## src/rtl/cache_flush_sweep_engine_pkg.sv

```systemverilog
// Shared types and constants for the cache flush sweep engine.
// Cache geometry is passed to the modules as parameters, so nothing here is tied to one cache size.
package cache_flush_sweep_engine_pkg;

  typedef enum logic [1:0] {
    StIdle,
    StIssue,
    StDrain,
    StDone
  } sweep_state_e;

  localparam logic ModeLinear   = 1'b0;
  localparam logic ModeSetAlias = 1'b1;

  localparam int unsigned ReqAddrW = 64;

  typedef struct packed {
    logic                valid;
    logic [ReqAddrW-1:0] address;
  } sweep_req_t;

endpackage

```

## src/rtl/cache_flush_address_calc.sv

```systemverilog
// Combinational map from sweep mode and line counter to a line address.
// The parent module registers the result.
module cache_flush_address_calc
  import cache_flush_sweep_engine_pkg::*;
#(
  parameter int unsigned NUM_WAYS   = 4,
  parameter int unsigned CACHE_SIZE = 65536,
  parameter int unsigned LINE_BYTES = 64,
  parameter int unsigned ADDR_W     = 64,
  parameter int unsigned COUNT_W    = 11
) (
  input  logic               mode_i,
  input  logic [ADDR_W-1:0]  base_i,
  input  logic [COUNT_W-1:0] count_i,
  output logic [ADDR_W-1:0]  addr_o
);

  localparam int unsigned LineLog = $clog2(LINE_BYTES);
  localparam int unsigned WayLog  = $clog2(NUM_WAYS);
  localparam int unsigned NumSets = CACHE_SIZE >> (LineLog + WayLog);
  localparam int unsigned SetLog  = $clog2(NumSets);

  logic [ADDR_W-1:0] count_ext, way_idx, set_idx, offset;

  always_comb begin
    count_ext = ADDR_W'(count_i);
    way_idx   = count_ext & ADDR_W'(NUM_WAYS - 1);
    set_idx   = count_ext >> WayLog;
    // Ways vary fastest, so every way of a set is touched before moving to the next set
    if (mode_i == ModeSetAlias) begin
      offset = (set_idx << LineLog) + (way_idx << (LineLog + SetLog));
    end else begin
      offset = count_ext << LineLog;
    end
    addr_o = base_i + offset;
  end

endmodule

```

## src/rtl/cache_flush_sweep_engine.sv

```systemverilog
// Issues one line-sized read per cache line to evict the cache.
// Supports a limit on outstanding reads, waits for all responses, and can be aborted.
module cache_flush_sweep_engine
  import cache_flush_sweep_engine_pkg::*;
#(
  parameter int unsigned NUM_WAYS        = 4,
  parameter int unsigned CACHE_SIZE      = 65536,
  parameter int unsigned LINE_BYTES      = 64,
  parameter int unsigned ADDR_W          = 64,
  parameter int unsigned MAX_OUTSTANDING = 16,
  localparam int unsigned LineCount      = CACHE_SIZE / LINE_BYTES,
  localparam int unsigned CountW         = $clog2(LineCount) + 1
) (
  input  logic              ap_clk,
  input  logic              ap_rst_n,
  input  logic              start_in,
  input  logic              mode_in,
  input  logic [ADDR_W-1:0] base_address_in,
  input  logic [CountW-1:0] num_lines_in,
  input  logic              abort_in,
  output logic              req_valid_out,
  input  logic              req_ready_in,
  output logic [ADDR_W-1:0] req_address_out,
  input  logic              resp_valid_in,
  output logic              busy_out,
  output logic              done_out,
  output logic              aborted_out,
  output logic              error_out,
  output logic [CountW-1:0] issued_count_out
);

  localparam int unsigned OutW = $clog2(MAX_OUTSTANDING + 1);

  sweep_state_e      state_q, state_d;
  logic              mode_q, mode_d;
  logic [ADDR_W-1:0] base_q, base_d;
  logic [CountW-1:0] target_q, target_d, issued_q, issued_d, target_clamped;
  logic [OutW-1:0]   out_q, out_d;
  logic              req_valid_q, req_valid_d;
  logic [ADDR_W-1:0] req_addr_q, req_addr_d, calc_addr;
  logic              error_q, error_d, aborted_q, aborted_d;
  logic              start_acc, req_fire, resp_ok;

  assign start_acc = (state_q == StIdle) && start_in;
  // Abort masks a pending request immediately so nothing more transfers
  assign req_fire  = req_valid_q && !abort_in && req_ready_in;
  assign resp_ok   = resp_valid_in && (out_q != '0);
  assign target_clamped = ((num_lines_in == '0) || (num_lines_in > CountW'(LineCount)))
                          ? CountW'(LineCount) : num_lines_in;

  always_ff @(posedge ap_clk or negedge ap_rst_n) begin
    if (!ap_rst_n) begin
      state_q <= StIdle;
    end else begin
      state_q <= state_d;
    end
  end

  always_comb begin
    state_d = state_q;
    unique case (state_q)
      StIdle:  if (start_in) state_d = StIssue;
      StIssue: if (abort_in || (issued_q == target_q)) state_d = StDrain;
      StDrain: if (out_q == '0) state_d = StDone;
      StDone:  state_d = StIdle;
      default: state_d = StIdle;
    endcase
  end

  always_comb begin
    mode_d    = mode_q;
    base_d    = base_q;
    target_d  = target_q;
    issued_d  = issued_q + CountW'(req_fire);
    out_d     = out_q + OutW'(req_fire) - OutW'(resp_ok);
    error_d   = error_q;
    aborted_d = aborted_q;
    if (start_acc) begin
      mode_d    = mode_in;
      base_d    = base_address_in;
      target_d  = target_clamped;
      issued_d  = '0;
      out_d     = '0;
      error_d   = 1'b0;
      aborted_d = 1'b0;
    end
    if (resp_valid_in && (out_q == '0)) error_d = 1'b1;
    if ((state_q == StIssue) && abort_in) aborted_d = 1'b1;
    // First request appears one cycle after entering ISSUE, since state_q must already be ISSUE
    req_valid_d = (state_q == StIssue) && (state_d == StIssue) && (issued_d < target_q)
                  && (out_d < OutW'(MAX_OUTSTANDING));
    req_addr_d  = req_valid_d ? calc_addr : req_addr_q;
  end

  cache_flush_address_calc #(
    .NUM_WAYS  (NUM_WAYS),
    .CACHE_SIZE(CACHE_SIZE),
    .LINE_BYTES(LINE_BYTES),
    .ADDR_W    (ADDR_W),
    .COUNT_W   (CountW)
  ) u_addr_calc (
    .mode_i (mode_q),
    .base_i (base_q),
    .count_i(issued_d),
    .addr_o (calc_addr)
  );

  always_ff @(posedge ap_clk or negedge ap_rst_n) begin
    if (!ap_rst_n) begin
      mode_q      <= 1'b0;
      base_q      <= '0;
      target_q    <= '0;
      issued_q    <= '0;
      out_q       <= '0;
      req_valid_q <= 1'b0;
      req_addr_q  <= '0;
      error_q     <= 1'b0;
      aborted_q   <= 1'b0;
    end else begin
      mode_q      <= mode_d;
      base_q      <= base_d;
      target_q    <= target_d;
      issued_q    <= issued_d;
      out_q       <= out_d;
      req_valid_q <= req_valid_d;
      req_addr_q  <= req_addr_d;
      error_q     <= error_d;
      aborted_q   <= aborted_d;
    end
  end

  always_comb begin
    req_valid_out    = req_valid_q && !abort_in;
    req_address_out  = req_addr_q;
    busy_out         = (state_q != StIdle);
    done_out         = (state_q == StDone);
    aborted_out      = (state_q == StDone) && aborted_q;
    error_out        = error_q;
    issued_count_out = issued_q;
  end

endmodule

```

## config.mk

```make
export PLATFORM = sky130hd
export DESIGN_NAME = cache_flush_sweep_engine
export DESIGN_NICKNAME = d
export VERILOG_FILES = /design/src/rtl/cache_flush_sweep_engine_pkg.sv /design/src/rtl/cache_flush_address_calc.sv /design/src/rtl/cache_flush_sweep_engine.sv
export SDC_FILE = /design/constraint.sdc
export NUM_CORES = 1
export LEC_CHECK = 0
export BUFFER_PORTS_ARGS = -buffer_cell sky130_fd_sc_hd__buf_4
export CAP_MARGIN = 5
export CORE_UTILIZATION = 50
export DETAILED_ROUTE_END_ITERATION = 8
export GPL_ROUTABILITY_DRIVEN = 1
export PLACE_DENSITY = 0.77
export SLEW_MARGIN = 15
export SYNTH_ARGS = -nofsm -noshare
export SYNTH_HDL_FRONTEND = slang
export SYNTH_SLANG_ARGS = --single-unit
export TNS_END_PERCENT = 100
```

## constraint.sdc

```tcl
create_clock -name ap_clk -period 6.9 [get_ports ap_clk]
set_input_delay 0.69 -clock ap_clk [delete_from_list [all_inputs] [get_ports ap_clk]]
set_output_delay 0.69 -clock ap_clk [all_outputs]
set_load 0.05 [all_outputs]
```

==> key figures <==
Floorplan
  • Cell Rows: 47
  • Die width: 133 um
  • Core region area: 16700 um^2
  • Ports: 162
  • Starting density of the core: 51.6%
  • Die area: 17800 um^2
  • Die height: 133 um

Global routing
  • GRT Util Overall: 27.0%
  • First-pass GRT wire length: 37.5 mm
  • Grt ovf: 0
  • Largest net degree at the start of global routing: 87
  • Vias in the first global route: 7424
  • Initial antenna violation count: 0

Synthesis
  • Post-synth cell types: 53
  • FFs w/ async S/R, synth: 100%
  • Seq/Total Area, Yosys: 46.7%
  • Ys Warns: 0
  • Avg Inst Size Synth: 9.31 um^2
  • Syn nets: 1039
  • Seq cells post-synth: 161
  • Netlist Area Pre-Place: 8620 um^2
  • Number of enable flip-flop cells after synthesis: 0
  • Mapped Cells: 926
  • Synth Flop Type: dfrtp_1

Setup path
  • RR Startpoint: req_valid_q
  • Slowest stage delay, CP: 630 ps
  • Crit end category: register
  • CP most frequent cell: ha_1
  • Startpoint types: input port
  • Crit path max-delay family: compound AO/OA/AOI/OAI gates
  • WP data required: 7210 ps
  • Worst Path Buf+Inv: 2
  • R2R cell count: 18
  • CP arrival: 5090 ps
  • Worst-path cell chain: buf_4, nor2b_1, and2_1, ha_1, ha_1, and4_1, a31oi_1, o21ai_0, inv_1, and2_1, ha_1, nand2_1, o21ai_0, ha_1, nand3_1, a211o_1, a2111oi_0, xor2_1, mux2_2
  • FF-to-FF End: req_address_out[52]
  • Reg2reg setup slack: 2140 ps
  • Critical-path top delay cell: a2111oi_0
  • Critical path class: input port to register
  • CP Max Fanout: 10

Drt
  • Via-to-Cell Ratio: 5.62
  • DR iter-0 viols: 545
  • Antenna viol nets, final: 0
  • DR pass1 iterations: 7
  • Residual DRC: 0
  • Avg WL per Cell: 17.5 um
  • Final wirelength: 22.7 mm
  • DR vias: 7281

Timing
  • Final hold vios: 0
  • Final setup viols: 0
  • Min Tclk post-route: 4780 ps
  • Max Fclk: 0.209 GHz
  • Setup TNS: 0 ps
  • Fin Hold WS: 302 ps
  • RSZ-0062 raised after global routing: no
  • Setup Skew: 7.64 ps
  • Final Max Slew Viols: 0
  • Worst-Margin Slew: 937 ps
  • Crit share post-route: 69.3%
  • Worst slew margin: 37.5%

Clock tree
  • Clock transition at path regs: 60 ps
  • Clk buf depth: 2
  • Resized Gates After CTS: 0
  • H-tree depth: 4
  • Root Buffer: clkbuf_16
  • CTS tree: yes
  • Setup bufs post-CTS: 0
  • Number of clock sinks: 161
  • Hold_buf cts: 0
  • Worst-skew pair later-pin latency: 430 ps
  • Total CTS buffers: 17

Power and ir drop
  • Clock share of power: 19.2%
  • VDD IR max: 0.313 mV
  • Switch share: 44.8%
  • Logic pwr share: 46.2%
  • NetSw: 2.34 mW
  • Lkg Pwr: 5.01 nW
  • Reg power frac: 34.6%
  • PwrDens: 494 nW/um^2
  • Pint: 2.88 mW

Placed design
  • DP HPWL: 15.5 mm
  • GP Congestion: 0.910
  • Port bufs: 161

Layout
  • # fillers: 1417
  • Layout area overhead: 22.3%
  • Share of layout cells above drive strength 1: 22.8%
  • Nets: 1176
  • ANT cells: 0

Run
  • Max Cap Violations: 0

Hold path
  • Hold WC Path Type: input port to async pin

Outcome
  • Outcome: finished clean
stage by stage:
stage                     utilization [%]  setup slack, ps  total power [mW]  cells  area (um^2)
after floorplan                         -             1680              3.48    926         8620
after global placement               59.4             1940              4.14   1264         9930
after detailed placement             59.4             1750              4.20   1264         9930
after CTS                            63.2             2190              5.22   1296        10500
after global routing                 63.2             1730              5.53   1296        10500
final                                63.2             2120              5.21   1296        10500
worst max path at each step:
stage                     startpoint                   to  slack (ps)  depth (start not counted)
after floorplan             abort_in  req_address_out[52]        1680                         20
after global placement      abort_in  req_address_out[34]        1940                         20
after detailed placement    abort_in  req_address_out[52]        1750                         19
after CTS                   abort_in  req_address_out[52]        2190                         19
after global routing        abort_in  req_address_out[55]        1730                         21
final                       abort_in  req_address_out[52]        2120                         19
synthesized netlist by cell type, types with 2 or more instances:
cell type	instances	share of area (%)
mux2_2	22	2.9
a31oi_1	8	0.58
and3_1	11	0.80
nor2b_1	5	0.36
o21a_1	5	0.44
a21oi_1	78	4.5
nor3_1	5	0.29
clkbuf_1	35	1.5
nand4_1	12	0.87
a211oi_1	19	1.7
o21ai_0	37	2.1
ha_1	29	4.2
and2_1	8	0.58
buf_1	6	0.26
nor2_1	33	1.4
mux2i_1	2	0.23
inv_1	35	1.5
buf_6	8	1.0
dfrtp_1	161	47
a311oi_1	2	0.20
o211ai_1	5	0.44
or2_2	3	0.22
xnor2_1	50	5.1
or3b_2	2	0.20
a2111oi_0	9	0.91
fa_1	2	0.46
nand3_1	27	1.6
o2111ai_1	7	0.71
nor4_1	7	0.51
xor2_1	25	2.5
nand2_1	220	9.6
or3_1	3	0.22
and4_1	7	0.71
a21boi_0	2	0.17
mux2_4	13	2.3
buf_2	2	0.12
a21o_1	5	0.44
metal layers:
metal | part of all wire (%) | global-route usage, % | up-vias | routed length, um
met3 | 5.2 | 4.49 | 49 | 1170
met5 | 0 | 0 | - | 0
met4 | 2.5 | 10.5 | 0 | 563
met1 | 45 | 36.6 | 3488 | 10200
met2 | 47 | 43.3 | 275 | 10700
li1 | - | - | 3469 | -
power by group through the flow:
stage	sequential, mW	combinational [mW]	clock, mW
2_1_floorplan	2.31	1.17	0
3_3_place_gp	1.80	2.34	0
3_5_place_dp	1.80	2.40	0
4_1_cts	1.80	2.41	1.01
5_1_grt	1.86	2.61	1.05
6_report	1.80	2.41	1.00
placed cells by master (no fill, tap or decap), types with 4 or more instances in the layout:
cell,Yosys,final
a2111oi_0,9,9
a211oi_1,19,19
a21o_1,5,5
a21oi_1,78,78
a31oi_1,8,8
and2_1,8,8
and3_1,11,11
and4_1,7,7
buf_4,0,168
bufinv_16,0,4
clkbuf_16,0,17
clkinv_2,0,5
dfrtp_1,161,161
ha_1,29,29
inv_1,35,35
mux2_2,22,22
mux2_4,13,13
nand2_1,220,220
nand3_1,27,27
nand4_1,12,12
nor2_1,33,33
nor2b_1,5,5
nor3_1,5,5
nor4_1,7,7
o2111ai_1,7,7
o211ai_1,5,5
o21a_1,5,5
o21ai_0,37,37
xnor2_1,50,50
xor2_1,25,25
worst reg2reg max path, cell delays in order (launching register included):
cell and delay, ps:
dfrtp_1 360, nor2b_1 130, and2_1 170, ha_1 230, ha_1 240, and4_1 210, and4_1 240, o21ai_0 270
inv_1 90, and2_1 170, ha_1 260, nand2_1 50, o21ai_0 90, ha_1 460, nand3_1 160, a211o_1 430
a2111oi_0 640, xor2_1 140, mux2_2 290
layout make-up:
type	count	area [um^2]	share of cell area [%]
well taps	220	275	2.61
clock buffers	21	460	4.37
multi-input cells	679	4220	40.0
flip-flops and latches	161	4030	38.2
repair buffers	169	1270	12.1
clock inverters	11	160	1.52
inverters	35	131	1.25
kinds of logic after synthesis:
| logic type | count (synthesis) | synth area share (%) |
|---|---|---|
| simple gates | 351 | 18.1 |
| compound gates | 185 | 13.0 |
| flops | 161 | 46.7 |
| buf+inv | 86 | 4.47 |
| xor+xnor | 75 | 7.62 |
| mux | 37 | 5.37 |
| fa+ha+maj | 31 | 4.67 |
flip-flops by register name (all words and copies together) (netlist names):
signal / count
base_q: 64
req_valid_q: 1
target_q: 11
issued_count_out: 11
out_q: 5
mode_q: 1
state_q: 2
req_address_out: 64
aborted_q: 1
error_out: 1
(Power assumes the default switching activity.)
